[src/rtl/raw_img_pkg.sv]
// Raw-image memory constants and the read-return tag type,
// shared by the memory, arbiter and processing blocks.
package raw_img_pkg;

    localparam int IMG_W     = 390;
    localparam int IMG_H     = 390;
    localparam int MEM_DEPTH = IMG_W * IMG_H;
    localparam int ADDR_W    = 18;
    localparam int PIX_W     = 8;

    typedef struct packed {
        logic valid;
        logic owner;
        logic err;
    } tag_t;

    function automatic logic addr_in_range(input logic [ADDR_W-1:0] a);
        return a < ADDR_W'(MEM_DEPTH);
    endfunction

endpackage

[src/rtl/rr_arbiter2.sv]
// Two-requester round-robin arbiter, one-hot combinational grant.
// On a tie the requester not served last wins.
module rr_arbiter2 (
    input  logic       CLK,
    input  logic       RST,
    input  logic [1:0] req,
    output logic [1:0] gnt
);

    logic last_served;

    always_comb begin
        gnt = 2'b00;
        if (!RST) begin
            unique case (req)
                2'b01:   gnt = 2'b01;
                2'b10:   gnt = 2'b10;
                2'b11:   gnt = last_served ? 2'b01 : 2'b10;
                default: gnt = 2'b00;
            endcase
        end
    end

    always_ff @(posedge CLK or posedge RST) begin
        if (RST) begin
            last_served <= 1'b1;
        end else if (|gnt) begin
            last_served <= gnt[1];
        end
    end

endmodule

[src/rtl/raw_image_read_arbiter.sv]
// Shares the raw-image memory read port between the display scanner (0)
// and the processing core (1); returns data in grant order, tagged by owner.
module raw_image_read_arbiter
    import raw_img_pkg::*;
#(
    parameter int MEM_LATENCY = 1
) (
    input  logic              CLK,
    input  logic              RST,
    input  logic              req0,
    input  logic              req1,
    input  logic [ADDR_W-1:0] addr0,
    input  logic [ADDR_W-1:0] addr1,
    output logic              gnt0,
    output logic              gnt1,
    output logic              rvalid0,
    output logic              rvalid1,
    output logic [PIX_W-1:0]  rdata0,
    output logic [PIX_W-1:0]  rdata1,
    output logic              err0,
    output logic              err1,
    output logic [ADDR_W-1:0] mem_addr,
    output logic              mem_re,
    input  logic [PIX_W-1:0]  mem_rdata,
    output logic              busy
);

    logic [1:0]           gnt;
    logic [ADDR_W-1:0]    gnt_addr;
    logic                 hit;
    logic                 inflight;
    tag_t                 tag_in;
    tag_t                 tag_out;
    tag_t [MEM_LATENCY:0] tags;

    rr_arbiter2 u_arb (
        .CLK (CLK),
        .RST (RST),
        .req ({req1, req0}),
        .gnt (gnt)
    );

    assign gnt0     = gnt[0];
    assign gnt1     = gnt[1];
    assign gnt_addr = gnt[1] ? addr1 : addr0;
    assign hit      = addr_in_range(gnt_addr);

    assign tag_in.valid = |gnt;
    assign tag_in.owner = gnt[1];
    assign tag_in.err   = |gnt & ~hit;

    assign tag_out = tags[MEM_LATENCY];

    // Out-of-range grants skip the memory but still occupy a return slot.
    always_ff @(posedge CLK or posedge RST) begin
        if (RST) begin
            mem_addr <= '0;
            mem_re   <= 1'b0;
        end else begin
            mem_re <= |gnt & hit;
            if (|gnt & hit) begin
                mem_addr <= gnt_addr;
            end
        end
    end

    always_ff @(posedge CLK or posedge RST) begin
        if (RST) begin
            tags <= '0;
        end else begin
            tags <= {tags[MEM_LATENCY-1:0], tag_in};
        end
    end

    always_ff @(posedge CLK or posedge RST) begin
        if (RST) begin
            rvalid0 <= 1'b0;
            rvalid1 <= 1'b0;
            err0    <= 1'b0;
            err1    <= 1'b0;
            rdata0  <= '0;
            rdata1  <= '0;
        end else begin
            rvalid0 <= tag_out.valid & ~tag_out.owner;
            rvalid1 <= tag_out.valid & tag_out.owner;
            err0    <= tag_out.valid & ~tag_out.owner & tag_out.err;
            err1    <= tag_out.valid & tag_out.owner & tag_out.err;
            if (tag_out.valid & ~tag_out.owner) begin
                rdata0 <= tag_out.err ? '0 : mem_rdata;
            end
            if (tag_out.valid & tag_out.owner) begin
                rdata1 <= tag_out.err ? '0 : mem_rdata;
            end
        end
    end

    always_comb begin
        inflight = 1'b0;
        for (int i = 0; i <= MEM_LATENCY; i++) begin
            inflight = inflight | tags[i].valid;
        end
    end

    assign busy = inflight | mem_re;

endmodule
[config.mk]
export PLATFORM = sky130hd
export DESIGN_NAME = raw_image_read_arbiter
export DESIGN_NICKNAME = d
export VERILOG_FILES = /design/src/rtl/raw_img_pkg.sv /design/src/rtl/rr_arbiter2.sv /design/src/rtl/raw_image_read_arbiter.sv
export SDC_FILE = /design/constraint.sdc
export NUM_CORES = 1
export LEC_CHECK = 0
export ABC_AREA = 0
export BUFFER_PORTS_ARGS = -buffer_cell sky130_fd_sc_hd__buf_4
export CORE_ASPECT_RATIO = 0.6
export CORE_MARGIN = 2
export CORE_UTILIZATION = 51
export DETAILED_ROUTE_END_ITERATION = 6
export HOLD_SLACK_MARGIN = 0.06
export PLACE_DENSITY = 0.92
export SYNTH_ARGS = -nofsm -noshare
export SYNTH_HDL_FRONTEND = slang
export SYNTH_HIERARCHICAL = 1
export SYNTH_SLANG_ARGS = --single-unit
export TNS_END_PERCENT = 50
[constraint.sdc]
create_clock -name CLK -period 6.1 [get_ports CLK]
set_clock_uncertainty 0.05 [all_clocks]
set_input_delay 0.305 -clock CLK [delete_from_list [all_inputs] [get_ports CLK]]
set_output_delay 0.305 -clock CLK [all_outputs]
set_load 0.05 [all_outputs]
# Word level (Yosys, flattened, before mapping)
# Index checks and enable logic that the tools add are counted.
[totals] output_inout_bits=42 ff_bits=46 in_bits=48 wordCells=35
[classes] n_lt_le_gt_ge=1 n_reduce_logical=1 mux=5 bitwise_logic=10 eq_ne=3
[ops] cell="18-bit < comparator (second input constant)" n=1
[ops] cell="18-bit two-way mux" n=1
[ops] cell="8-bit two-way mux" n=1
[ops] cell="1-bit bitwise AND" n=6
[ops] cell="2-bit case mux with 3 select lines" n=1
[ops] cell="2-bit equality test (second input constant)" n=2
[ops] cell="2-bit two-way mux" n=2
[ops] cell="2-bit by 1-bit equality test with 1-bit output (second input constant)" n=1
[ops] cell="1-bit inverter" n=2
[ops] cell="1-bit bitwise OR" n=2
[ops] cell="2-bit OR reduction" n=1

# Longest topological paths before layout
[depth] ltp_word=7 ltp_mapped=10 ltp_nobuf=7

# By module
# The synthesis kept the hierarchy.
[modules_own_cells] module="raw_image_read_arbiter" n_inst=1 seq_area_each_um2=1126.1 cells_per_inst=171 area_per_inst_um2=2087.0
[modules_own_cells] module="rr_arbiter2" n_inst=1 seq_area_each_um2=26.3 cells_per_inst=8 area_per_inst_um2=72.6

# Least setup slack after synthesis
# No wires, ideal clock.
[synth_timing] path_kind="input port to flip-flop" start="in req1" end="reg mem_addr[0]" t_required_ns=5.925 path_buffers=1 setup_ns=0.125 cell_stages=8 arrival_time_ns=3.052 slack_ns=2.873 cell_sequence="or2b_1 a21oi_1 nor3b_4 a2bb2oi_2 o2111ai_2 o211ai_4 buf_12 mux2_4"
[synth_via] elab_chain_cells=6 word_cells_on_any_way=9 classes_between="1 x order compare; 3 x eq/ne; 3 x mux; 1 x bitwise; 1 x reduce/logical"
[synth_lines] item="start, declared" line="raw_image_read_arbiter.sv:11" rtl="input logic req1,"
[synth_lines] item="2-bit equality test / 2-bit by 1-bit equality test with 1-bit output (equally long branches)" line="rr_arbiter2.sv:15" rtl="unique case (req)"
[synth_lines] item="2-bit case mux with 3 select lines *" line="rr_arbiter2.sv:15"
[synth_lines] item="2-bit two-way mux *" line="rr_arbiter2.sv:14" rtl="if (!RST) begin"
[synth_lines] item="net gnt1" line="raw_image_read_arbiter.sv:15" rtl="output logic gnt1,"
[synth_lines] item="18-bit two-way mux" line="raw_image_read_arbiter.sv:45" rtl="assign gnt_addr = gnt[1] ? addr1 : addr0;"
[synth_lines] item="18-bit < comparator" line="raw_img_pkg.sv:18" rtl="return a < ADDR_W'(MEM_DEPTH);"
[synth_lines] item="1-bit bitwise AND" line="raw_image_read_arbiter.sv:61" rtl="if (|gnt & hit) begin"
[synth_lines] item="end signal, assigned" line="raw_image_read_arbiter.sv:62" rtl="mem_addr <= gnt_addr;"
[synth_lines] item="end, declared" line="raw_image_read_arbiter.sv:22" rtl="output logic [ADDR_W-1:0] mem_addr,"
# The timed path passes the listed nets; every way through them passes the cells marked *.
# A chain may end at the register's enable or synchronous reset.

# Worst setup path after layout
[layout_timing] start="in RST" end="reg mem_addr[14]"
[layout_via] elab_chain_cells=4 word_cells_on_any_way=5 classes_between="1 x order compare; 2 x mux; 1 x bitwise; 1 x reduce/logical"
[layout_lines] item="start, declared" line="raw_image_read_arbiter.sv:9" rtl="input logic RST,"
[layout_lines] item="2-bit two-way mux *" line="rr_arbiter2.sv:14"
[layout_lines] item="18-bit two-way mux" line="raw_image_read_arbiter.sv:45"
[layout_lines] item="18-bit < comparator" line="raw_img_pkg.sv:18"
[layout_lines] item="1-bit bitwise AND" line="raw_image_read_arbiter.sv:61"
# Every way passes the cells marked *; elsewhere a longest branch is shown, timed or not.

==> qor.txt <==
outcome: complete, no violations
required time of the critical path: 6.25 ns
FMAX: 0.296 GHz
Cells on Worst Hold Path: 3
drt pass-1 iters: 4
Mapped Nets: 227
Comb power frac: 0.436
core footprint: 0.00408 mm2
CTS H-tree lvls: 2
min Tclk post-route: 3.38 ns
cell count after synthesis: 179
total wire length: 4.92 mm
crit start category: primary input
vias in the first global route: 1,591
sequential area share after synthesis: 0.534
largest net degree at the start of global routing: 46
total grt overflow: 0
P_int: 0.666 mW
die area: 0.00479 mm2
CTS root buf: clkbuf_8
Fin. Hold Viols: 0
sw frac: 0.417
CTS tree: built
Net Sw Power: 0.477 mW
first-pass GRT wire length: 7.41 mm
most common cell after layout, fill and taps aside: buf_4
fin. max-slew vios: 0
Unique masters post-synth: 38
Seq cells post-synth: 46
Post-synth EDFFs: 0
Worst-path clk slew: 0.09 ns
Via density: 5.14
DRC viols: 0
Die H: 54.4 um
IO buf count: 89
CP max FO: 35
Top FF cell, synth: dfrtp_1
leak pwr: 1.47 nW
fillcell total: 299
Max Cap Viol: 0
Syn-to-layout area delta: 38.4%
setup violators final: 0
clock latency on the worst-skew pair: 0.31 ns
Critical Path End Type: flip-flop
Syn. warnings: 6
ys async rst share: 1.00
HP Class: in -> reg
total power: 1.14 mW
Detail Placement HPWL: 3.74 mm
Critical Path AT: 3.53 ns
TritonCTS Buffers: 5
initial core utilization: 0.530
# IOs: 90
Final #Nets: 318
reg2reg path depth: 7
clk buf depth: 2
max-slew headroom at the worst pin: 0.385
DR vias: 1,701
Routed wire per std cell: 14.9 um
syn avg cell area: 12.1 um2
Final Cycle Share: 0.554
kind of critical path: in -> reg
Clk pwr share: 0.203
Netlist Area Pre-Place: 0.00216 mm2
VDD IR max: 0.185 mV
P per Cell Area: 382 mW/mm2
Routed Antenna Nets: 0
initial drt markers: 30
number of diodes: 0
fraction of layout cells with a size suffix above 1: 0.528
Sink Count: 46
Chip Width: 88.0 um
GRT Overall Usage: 0.213
row cnt: 18
sequential share of power: 0.361
most frequent cells in the layout: buf_4, dfrtp_1, nand2_1
initial antenna violation count: 0
Worst Max-Slew Pin Slew: 0.921 ns
routability cong.: 0.792
unrepaired setup endpoints after global routing: no
setup TNS: 0 ns
worst paths after layout:
kind,from,slack [ns],end
setup reg to reg,u_arb/last_served,3.16,mem_addr[14]
setup / recovery,RST,2.72,mem_addr[14]
min in group asynchronous,RST,0.53,u_arb/last_served
hold / removal,mem_rdata[6],0.22,rdata0[6]
hold reg to reg,tags[1],0.31,tag_out[1]
max in group asynchronous,RST,4.69,mem_addr[0]
layout make-up:
class,count,area (um2),share of cell area
inverter,8,30.0,0.0100
clock inverter,3,43.8,0.0147
sequential,46,1150,0.386
clock buffer,5,68.8,0.0230
multi-input combinational,118,933,0.312
tap,60,75.1,0.0251
timing repair buffer,91,686,0.229
registers in the layout, indices dropped and copies added, names as in the netlist:
name,count
err1,1
rdata0,8
rvalid1,1
rdata1,8
mem_addr,18
u_arb/last_served,1
tags,3
mem_re,1
err0,1
rvalid0,1
tag_out,3
cell usage after synthesis, types with 2 or more instances:
cell type / n / area [um2]
nand3_1: 3 / 15.0
nor2_1: 5 / 18.8
a21oi_1: 2 / 10.0
o21ai_0: 17 / 85.1
nand2_1: 27 / 101
inv_1: 7 / 26.3
mux2_4: 9 / 135
nand3b_1: 3 / 22.5
mux2_2: 26 / 293
dfrtp_1: 45 / 1130
clkbuf_1: 3 / 11.3
o21a_1: 2 / 15.0
nor3_1: 5 / 25.0
worst max-delay path, cell delays in order:
cell and delay [ns]:
dlygate4sd3_1 0.53, buf_4 0.15, or2b_1 0.26, a21oi_4 0.11, buf_4 0.37, nor3b_1 0.41, o2111ai_2 0.26, o211ai_4 0.70
mux2_2 0.42
power groups by stage:
| stage | combinational (mW) | clock [mW] | sequential (mW) |
|---|---|---|---|
| 2_1_floorplan | 0.115 | 0 | 0.641 |
| 3_3_place_gp | 0.492 | 0 | 0.416 |
| 3_5_place_dp | 0.501 | 0 | 0.417 |
| 4_1_cts | 0.502 | 0.237 | 0.412 |
| 5_1_grt | 0.522 | 0.249 | 0.420 |
| 6_report | 0.499 | 0.232 | 0.412 |
through the flow:
stage	area (um2)	util	setup WS (ns)	hold slack [ns]	cells
3_3_place_gp	2870	0.703	3.08	0.283	322
2_1_floorplan	2160	-	2.87	0.145	179
4_1_cts	2990	0.733	2.73	0.214	331
6_report	2990	0.733	2.72	0.215	331
3_5_place_dp	2870	0.703	2.94	0.286	322
5_1_grt	2990	0.733	2.56	0.217	331
metal layers:
layer / wire length (um) / GRT usage / up-vias
met1: 2200 / 0.283 / 812
met2: 2210 / 0.328 / 73
met4: 63 / 0.0934 / 0
met3: 444 / 0.0679 / 7
met5: 0 / 0 / -
li1: - / - / 809
cells by family (layout without fill, tap and decap cells):
logic type / Yosys count / count (layout) / share of synthesized area
simple gates: 53 / 53 / 0.131
flops: 46 / 46 / 0.534
mux: 36 / 36 / 0.203
compound gates: 29 / 29 / 0.0933
buf+inv: 15 / 107 / 0.0394
repair_timing:
action,in CTS,in global routing
endpoints found under the setup margin,0,0
hold buffers,1,0
gates resized for setup,0,0
hold endpoints to repair,1,0
setup buffers,0,0
Power figures use the tool's default switching activity.
